## config.mk

```make
export PLATFORM = sky130hd
export DESIGN_NAME = tone_generator_flat
export DESIGN_NICKNAME = d
export VERILOG_FILES = /design/src/rtl/tone_pkg.sv /design/src/rtl/tone_generator_if.sv /design/src/rtl/tone_period_lut.sv /design/src/rtl/tone_generator.sv /design/src/flat_wrapper.sv
export SDC_FILE = /design/constraint.sdc
export NUM_CORES = 1
export LEC_CHECK = 0
export ABC_CLOCK_PERIOD_IN_PS = 5080
export CORE_UTILIZATION = 43
export CTS_BUF_LIST = sky130_fd_sc_hd__clkbuf_4 sky130_fd_sc_hd__clkbuf_8
export DETAILED_ROUTE_END_ITERATION = 7
export REMOVE_ABC_BUFFERS = 1
export SKIP_CTS_REPAIR_TIMING = 1
export SLEW_MARGIN = 20
export SYNTH_ARGS = -nofsm -noshare
export SYNTH_HDL_FRONTEND = slang
export SYNTH_HIERARCHICAL = 1
export SYNTH_SLANG_ARGS = --single-unit
```

## constraint.sdc

```tcl
create_clock -name clk -period 5.08 [get_ports clk]
set_input_delay 1.27 -clock clk [delete_from_list [all_inputs] [get_ports clk]]
set_output_delay 1.27 -clock clk [all_outputs]
set_load 0.1 [all_outputs]
```

## src/rtl/tone_pkg.sv

```systemverilog
// Shared constants for the tone generator: note half-periods, octave codes, FSM encoding.
// Latency: n/a (package).
// Backpressure: n/a (package).
//
// Contents: middle-octave half-period counts at 100 MHz, octave select codes,
// two-state FSM encoding, silence note code and small helper functions.
package tone_pkg;

   // Counter width; large enough for the low-octave "do" half-period (382226).
   localparam int CNT_W = 19;

   // Middle-octave half-period counts in clk cycles.
   localparam logic [17:0] H_DO = 18'd191113;
   localparam logic [17:0] H_RE = 18'd170262;
   localparam logic [17:0] H_MI = 18'd151686;
   localparam logic [17:0] H_FA = 18'd143172;
   localparam logic [17:0] H_SO = 18'd127551;
   localparam logic [17:0] H_LA = 18'd113636;
   localparam logic [17:0] H_SI = 18'd101239;

   // Octave select codes; code 3 is an alias of the middle octave.
   localparam logic [1:0] OCT_LOW     = 2'd0;
   localparam logic [1:0] OCT_MID     = 2'd1;
   localparam logic [1:0] OCT_HIGH    = 2'd2;
   localparam logic [1:0] OCT_MID_ALT = 2'd3;

   // FSM state encoding.
   localparam logic [0:0] S_IDLE = 1'b0;
   localparam logic [0:0] S_PLAY = 1'b1;

   // Note code meaning "no tone".
   localparam logic [3:0] NOTE_SILENCE = 4'd0;

   // Only codes 1..7 (do..si) produce a tone; 0 and 8..15 are silence.
   function automatic logic note_is_valid(input logic [3:0] code);
      return (code >= 4'd1) && (code <= 4'd7);
   endfunction

   // Middle-octave half-period for a 3-bit note index; 0 for silence.
   function automatic logic [17:0] base_half(input logic [2:0] note);
      logic [17:0] h;
      case (note)
         3'd1:    h = H_DO;
         3'd2:    h = H_RE;
         3'd3:    h = H_MI;
         3'd4:    h = H_FA;
         3'd5:    h = H_SO;
         3'd6:    h = H_LA;
         3'd7:    h = H_SI;
         default: h = 18'd0;
      endcase
      return h;
   endfunction

endpackage

```

## src/rtl/tone_generator_if.sv

```systemverilog
// Controller <-> tone generator bundle: note request in, speaker/status out.
// Latency: n/a (wires only).
// Backpressure: none; the generator samples note requests only at period boundaries.
//
// Signals: note_in[3:0], octave[1:0], (vol[1:0] when TONE_GEN_VOLUME_EN is defined)
// driven by the controller; speaker, playing, cur_note[3:0] driven by the generator.
interface tone_generator_if;
   logic [3:0] note_in;
   logic [1:0] octave;
`ifdef TONE_GEN_VOLUME_EN
   logic [1:0] vol;
`endif
   logic       speaker;
   logic       playing;
   logic [3:0] cur_note;

   // Controller side.
   modport master (
      output note_in,
      output octave,
`ifdef TONE_GEN_VOLUME_EN
      output vol,
`endif
      input  speaker,
      input  playing,
      input  cur_note
   );

   // Generator side.
   modport slave (
      input  note_in,
      input  octave,
`ifdef TONE_GEN_VOLUME_EN
      input  vol,
`endif
      output speaker,
      output playing,
      output cur_note
   );
endinterface

```

## src/rtl/tone_period_lut.sv

```systemverilog
// Maps (note, octave) to the half-period count, scaled down by DIV.
// Latency: combinational.
// Backpressure: none.
//
// Ports: note[2:0], octave[1:0] in; half_len[18:0] out; period_len[19:0] out
// when TONE_GEN_VOLUME_EN is defined (full period, floor(2*H_oct/DIV)).
// The only place octave scaling happens: low = 2*H, high = H>>1.
module tone_period_lut
   import tone_pkg::*;
#(
   parameter int DIV = 1
)
(
   input  logic [2:0]       note,
   input  logic [1:0]       octave,
`ifdef TONE_GEN_VOLUME_EN
   output logic [CNT_W:0]   period_len,
`endif
   output logic [CNT_W-1:0] half_len
);
   localparam logic [21:0] DIV_W = 22'(DIV);

   logic [17:0] base;
   logic [21:0] scaled;

   always_comb begin
      base = base_half(note);
      case (octave)
         OCT_LOW:              scaled = {3'b0, base, 1'b0};
         OCT_HIGH:             scaled = {4'b0, base} >> 1;
         OCT_MID, OCT_MID_ALT: scaled = {4'b0, base};
         default:              scaled = {4'b0, base};
      endcase
      half_len = CNT_W'(scaled / DIV_W);
`ifdef TONE_GEN_VOLUME_EN
      // Divide the doubled count rather than doubling the quotient so the
      // period keeps the fraction lost in the half-period rounding.
      period_len = (CNT_W+1)'({scaled[20:0], 1'b0} / DIV_W);
`endif
   end
endmodule

```

## src/rtl/tone_generator.sv

```systemverilog
// Square-wave buzzer driver: plays note do..si in one of three octaves until silenced.
// Latency: speaker/playing rise one clk after a valid note appears in IDLE.
// Backpressure: none; note/octave (and vol) are sampled only at period boundaries, others ignored.
//
// Ports: clk, rst (sync, active-high); tone (tone_generator_if.slave) carrying
// note_in/octave[/vol] in and speaker/playing/cur_note out.
// Optional feature: TONE_GEN_VOLUME_EN adds a duty-cycle (volume) control.
module tone_generator
   import tone_pkg::*;
#(
   parameter int DIV = 1
)
(
   input  logic           clk,
   input  logic           rst,
   tone_generator_if.slave tone
);
   logic [0:0]       state;
   logic [CNT_W-1:0] cnt;
   logic             half;        // 0: first half of period (speaker may be high), 1: second half
   logic [2:0]       note_q;
   logic [1:0]       oct_q;
   logic             speaker_q;
   logic             playing_q;
   logic [3:0]       cur_note_q;

   logic [CNT_W-1:0] half_len;
   logic [CNT_W-1:0] len1;        // length of the second half
   logic [CNT_W-1:0] high_len;    // cycles of the first half with speaker high
   logic [CNT_W-1:0] last_idx;
   logic [CNT_W-1:0] cnt_nxt;
   logic             half_nxt;
   logic             is_last;
   logic             boundary;
   logic             load;
   logic             note_ok;
   logic             start_spk;
   logic             spk_run;

`ifdef TONE_GEN_VOLUME_EN
   logic [1:0]       vol_q;
   logic [CNT_W:0]   period_len;
`endif

   tone_period_lut #(.DIV(DIV)) u_lut (
      .note       (note_q),
      .octave     (oct_q),
`ifdef TONE_GEN_VOLUME_EN
      .period_len (period_len),
`endif
      .half_len   (half_len)
   );

   always_comb begin
`ifdef TONE_GEN_VOLUME_EN
      // The period is split into a first half of H and a second half holding
      // the remainder; the high phase is a prefix of the first half, so the
      // period length never depends on volume.
      len1      = CNT_W'(period_len - {1'b0, half_len});
      high_len  = (vol_q == 2'd0) ? '0 : (half_len >> (2'd3 - vol_q));
      start_spk = (tone.vol != 2'd0);
`else
      len1      = half_len;
      high_len  = half_len;
      start_spk = 1'b1;
`endif
      last_idx = (half ? len1 : half_len) - CNT_W'(1);
      is_last  = (cnt == last_idx);
      note_ok  = note_is_valid(tone.note_in);
      // End of the low half: the only point where a new request is honoured.
      boundary = (state == S_PLAY) && half && is_last;
      load     = note_ok && ((state == S_IDLE) || boundary);

      if (is_last) begin
         cnt_nxt  = '0;
         half_nxt = ~half;
      end else begin
         cnt_nxt  = cnt + CNT_W'(1);
         half_nxt = half;
      end
      // Registered speaker value for the next cycle; glitch-free by construction.
      spk_run = !half_nxt && (cnt_nxt < high_len);
   end

   always_ff @(posedge clk) begin
      if (rst) begin
         state      <= S_IDLE;
         cnt        <= '0;
         half       <= 1'b0;
         note_q     <= 3'd0;
         oct_q      <= OCT_LOW;
         speaker_q  <= 1'b0;
         playing_q  <= 1'b0;
         cur_note_q <= NOTE_SILENCE;
`ifdef TONE_GEN_VOLUME_EN
         vol_q      <= 2'd0;
`endif
      end else if (load) begin
         // Start from IDLE or re-latch at a boundary: new high half from count 0.
         state      <= S_PLAY;
         cnt        <= '0;
         half       <= 1'b0;
         note_q     <= tone.note_in[2:0];
         oct_q      <= tone.octave;
         speaker_q  <= start_spk;
         playing_q  <= 1'b1;
         cur_note_q <= tone.note_in;
`ifdef TONE_GEN_VOLUME_EN
         vol_q      <= tone.vol;
`endif
      end else if (boundary) begin
         // Silence requested at the end of a full period; speaker is already low.
         state      <= S_IDLE;
         cnt        <= '0;
         half       <= 1'b0;
         speaker_q  <= 1'b0;
         playing_q  <= 1'b0;
         cur_note_q <= NOTE_SILENCE;
      end else if (state == S_PLAY) begin
         cnt        <= cnt_nxt;
         half       <= half_nxt;
         speaker_q  <= spk_run;
      end
   end

   assign tone.speaker  = speaker_q;
   assign tone.playing  = playing_q;
   assign tone.cur_note = cur_note_q;

endmodule
```

## src/flat_wrapper.sv

```systemverilog
// flat-port wrapper written by rule: the top's interface ports become plain ports
module tone_generator_flat import tone_pkg::*;
#(
   parameter int DIV = 1
)
  (clk, rst, tone_note_in, tone_octave, tone_speaker, tone_playing, tone_cur_note);
  tone_generator_if tone_i ();
  input  logic clk;
  input  logic rst;
  input wire logic [$bits(tone_i.note_in)-1:0] tone_note_in;
  input wire logic [$bits(tone_i.octave)-1:0] tone_octave;
  output wire logic [$bits(tone_i.speaker)-1:0] tone_speaker;
  output wire logic [$bits(tone_i.playing)-1:0] tone_playing;
  output wire logic [$bits(tone_i.cur_note)-1:0] tone_cur_note;
  assign tone_i.note_in = tone_note_in;
  assign tone_i.octave = tone_octave;
  assign tone_speaker = tone_i.speaker;
  assign tone_playing = tone_i.playing;
  assign tone_cur_note = tone_i.cur_note;
  tone_generator #(.DIV(DIV)) u_core (.clk(clk), .rst(rst), .tone(tone_i));
endmodule
```

==> reports/qor.log <==
[logic_synthesis] post-synthesis instance area 0.00361 mm2
[logic_synthesis] combinational family with the most area after synthesis simple AND/OR/NAND/NOR gates
[die] num ports 14
[final_layout] fillcell total 784
[worst_setup_path] critical path start-end classification flip-flop to flip-flop
[worst_setup_path] CP arrival 4.97 ns
[routing] DR DRC count 0
[worst_setup_path] required time at the endpoint of the critical path 5.27 ns
[global_route] overflow left after global routing 0
[power_and_ir_drop] static leakage 1.64 nW
[placed_design] placed instance area 0.00401 mm2
[routing] Routed met1 length 4800 um
[logic_synthesis] Syn Area/Cell 7.27 um2
[global_route] via count of the first global-routing pass 3429
[clocking] TritonCTS Sinks 31
[global_route] number of antenna violations at the first check in global routing 0
[die] die footprint 0.00878 mm2
[placed_design] final weighted congestion in routability-driven placement 0.837
[logic_synthesis] biggest area contributors in the synthesized netlist dfxtp_1 (17%), ha_1 (6.9%), xnor2_1 (4.4%)
[logic_synthesis] Compound-Gate Fraction of Synth Area 0.286
[sta] setup-violating endpoint count in the final report 0
[final_layout] Final Cell Area 0.00423 mm2
[logic_synthesis] cell types with the highest counts after synthesis nor2_1 (38), nand2_1 (33), dfxtp_1 (31)
[clocking] worst skew pair latency 0.29 ns
[routing] final routed wirelength across all metal layers 10400 um
[sta] fin. max-slew vios 0
[routing] DR WL/cell 16.5 um
[job] count of maximum capacitance violations 0
[logic_synthesis] Post-Synth XOR/XNOR Area 0.0872
[logic_synthesis] unique cell type count in the Yosys netlist 77
[final_layout] fraction of layout instances using a drive strength above 1 0.170
[logic_synthesis] synthesized flop and latch total 31
[logic_synthesis] Yosys warning total 6
[sta] final-report hold violation count 0
[logic_synthesis] mux share of post-synthesis cell area 0.0145
[sta] worst hold margin 0.449 ns
[final_layout] combined area of the multi-input logic cells 0.00278 mm2
[placed_design] input/output buffers 13
[clocking] Max clock buf depth 2
[routing] max layer used met4
[routing] detailed route wirelength on metal2 4680 um
[routing] number of search-and-repair iterations in the first detailed-routing pass 5
[final_layout] area taken by flip-flops and latches 631 um2
[power_and_ir_drop] Total Power 0.000889 W
[worst_setup_path] kind of start point of the critical path flip-flop
[sta] clk_skew 0.00884 ns
[sta] maximum clock frequency 0.209 GHz
[power_and_ir_drop] VDD IR max 0.100 mV
[die] site row count 33
[final_layout] area overhead of the layout relative to synthesis 16.9%
[global_route] wire length of the first global-routing pass 17000 um
[clocking] clock tree root driver cell clkbuf_8
[worst_setup_path] launch point of the worst path u_core/oct_q[0]
[logic_synthesis] Synth top area share 0.172
[clocking] CTS tree done
[hold_path] Hold Path Origin u_core/tone.cur_note[3]
[logic_synthesis] library cell with the highest instance count after synthesis nor2_1
[routing] DR vias 3851
[logic_synthesis] library cell occupying the most area in the post-synthesis netlist dfxtp_1
[logic_synthesis] fraction of registers with async set/reset 0
[clocking] clock edge transition at the registers on the reported setup and hold paths 0.08 ns
[die] core area 0.00818 mm2
[placed_design] estimated wirelength of the detail-placed design 7820 um
[clocking] H-tree depth 2
[routing] Post-DRT Antenna Nets 0
[worst_setup_path] FF-to-FF Start u_core/oct_q[0]
[die] die height 93.7 um
[worst_setup_path] maximum fanout along the worst path 13
[worst_setup_path] Crit. End Element flip-flop
[routing] met3 wirelength from detailed routing 600 um
[hold_path] worst min-delay path category flip-flop to flip-flop
[logic_synthesis] Post-synth EDFFs 0
[run_status] result of the run finished clean
[sta] actual transition at the worst max-transition pin 0.972 ns
[routing] initial detailed-routing violation count 283
[clocking] cts bufs inserted 5
[logic_synthesis] synthesized-area fraction occupied by and/or/nand/nor cells 0.291
[sta] sum of negative setup slack 0 ns
[final_layout] number of nets at the end of the flow 551
[final_layout] ant diodes 0
[sta] worst rel slew slack 0.350
[logic_synthesis] synthesized netlist cell count 497
[die] die width 93.7 um
[power_and_ir_drop] Pwr per Cell Area 210 mW/mm2
[global_route] GR Util All Layers 0.244
[logic_synthesis] post-synthesis adder-cell area fraction 0.0692
[sta] post-layout minimum cycle time 4.78 ns
[sta] final clock period utilization by the worst path 0.940
[die] starting density of the core 0.442
[routing] via density per instance 6.12
[global_route] largest net degree at the start of global routing 29
[logic_synthesis] prevailing post-synth register cell dfxtp_1
[logic_synthesis] fraction of the yosys area taken by sequential cells 0.172
## stage by stage
stage / std cells / worst slack, ns / util
floorplan: 458 / -1.22 / -
finish: 629 / 0.304 / 0.517
global route: 629 / -0.0216 / 0.517
CTS: 625 / 0.0127 / 0.501
detailed placement: 617 / 0.149 / 0.490
global placement: 617 / 0.197 / 0.490
## per-layer routing
metal  up-vias  GRT usage
met1      1792      0.339
met4         0     0.0769
met5         -          0
met3        28     0.0332
li1       1891          -
met2       140      0.386
## kinds of logic after synthesis
kind of cell,count (synthesis)
mux,5
compound gates,141
simple gates,197
flops,31
fa+ha+maj,20
xor+xnor,36
buf+inv,67
## worst max-delay path, cell delays in order, from the launching register on
cell	delay, ns
dfxtp_2	0.38
buf_4	0.18
nor2b_1	0.15
buf_4	0.16
a21oi_1	0.18
nand3_2	0.16
or3b_2	0.48
or3_1	0.37
a211o_1	0.31
a211oi_2	0.16
and4b_1	0.25
nor3b_4	0.26
buf_6	0.18
buf_4	0.16
nor2_1	0.06
ha_1	0.18
a21o_1	0.15
a2111oi_1	0.46
o211ai_1	0.16
o32ai_1	0.28
## registers in the layout (all words and copies together) (netlist names)
register	flops
u_core/cnt	19
u_core/half	1
u_core/note_q	3
u_core/oct_q	2
u_core/tone.cur_note	4
u_core/tone.playing	1
u_core/tone.speaker	1
## cell usage in the layout (no fill, tap or decap), types with 9 or more instances in the layout
| cell type | netlist | final |
|---|---|---|
| buf_4 | 4 | 40 |
| nor2_1 | 38 | 36 |
| nand2_1 | 33 | 33 |
| nand3_1 | 28 | 27 |
| a21oi_1 | 27 | 27 |
| dfxtp_1 | 31 | 27 |
| inv_1 | 27 | 25 |
| ha_1 | 20 | 19 |
| nor3_1 | 19 | 18 |
| xor2_1 | 18 | 18 |
| xnor2_1 | 18 | 18 |
| o21ai_0 | 18 | 15 |
| clkdlybuf4s50_1 | 0 | 13 |
| a21o_1 | 12 | 12 |
| nand2b_1 | 11 | 11 |
| nor2b_1 | 11 | 10 |
| a31o_1 | 10 | 10 |
| o32ai_1 | 9 | 9 |
## path summary, 6_finish.rpt
| kind | cells past startpoint | slack, ns | to |
|---|---|---|---|
| worst max-delay path | 19 | 0.30 | u_core/tone.speaker |
| worst max register to register | 19 | 0.30 | u_core/tone.speaker |
| worst min register to register | 1 | 0.45 | u_core/tone.cur_note[3] |
| worst min-delay path | 1 | 0.45 | u_core/tone.cur_note[3] |
## power by group
group / internal, W / switching, W / leakage, nW
logic: 0.000176 / 0.000250 / 1.34
registers: 0.000249 / 0.0000116 / 0.254
clock network: 0.000101 / 0.000102 / 0.0446
total: 0.000526 / 0.000363 / 1.64
## cell type report
class                      count  share of cell area
clock inverter                 2             0.00296
inverter                      28              0.0267
timing repair buffer          58               0.115
clock buffer                   6              0.0181
multi-input combinational    399               0.657
tap                          105              0.0311
sequential                    31               0.149
No activity file was read; power rests on OpenSTA's default activity.
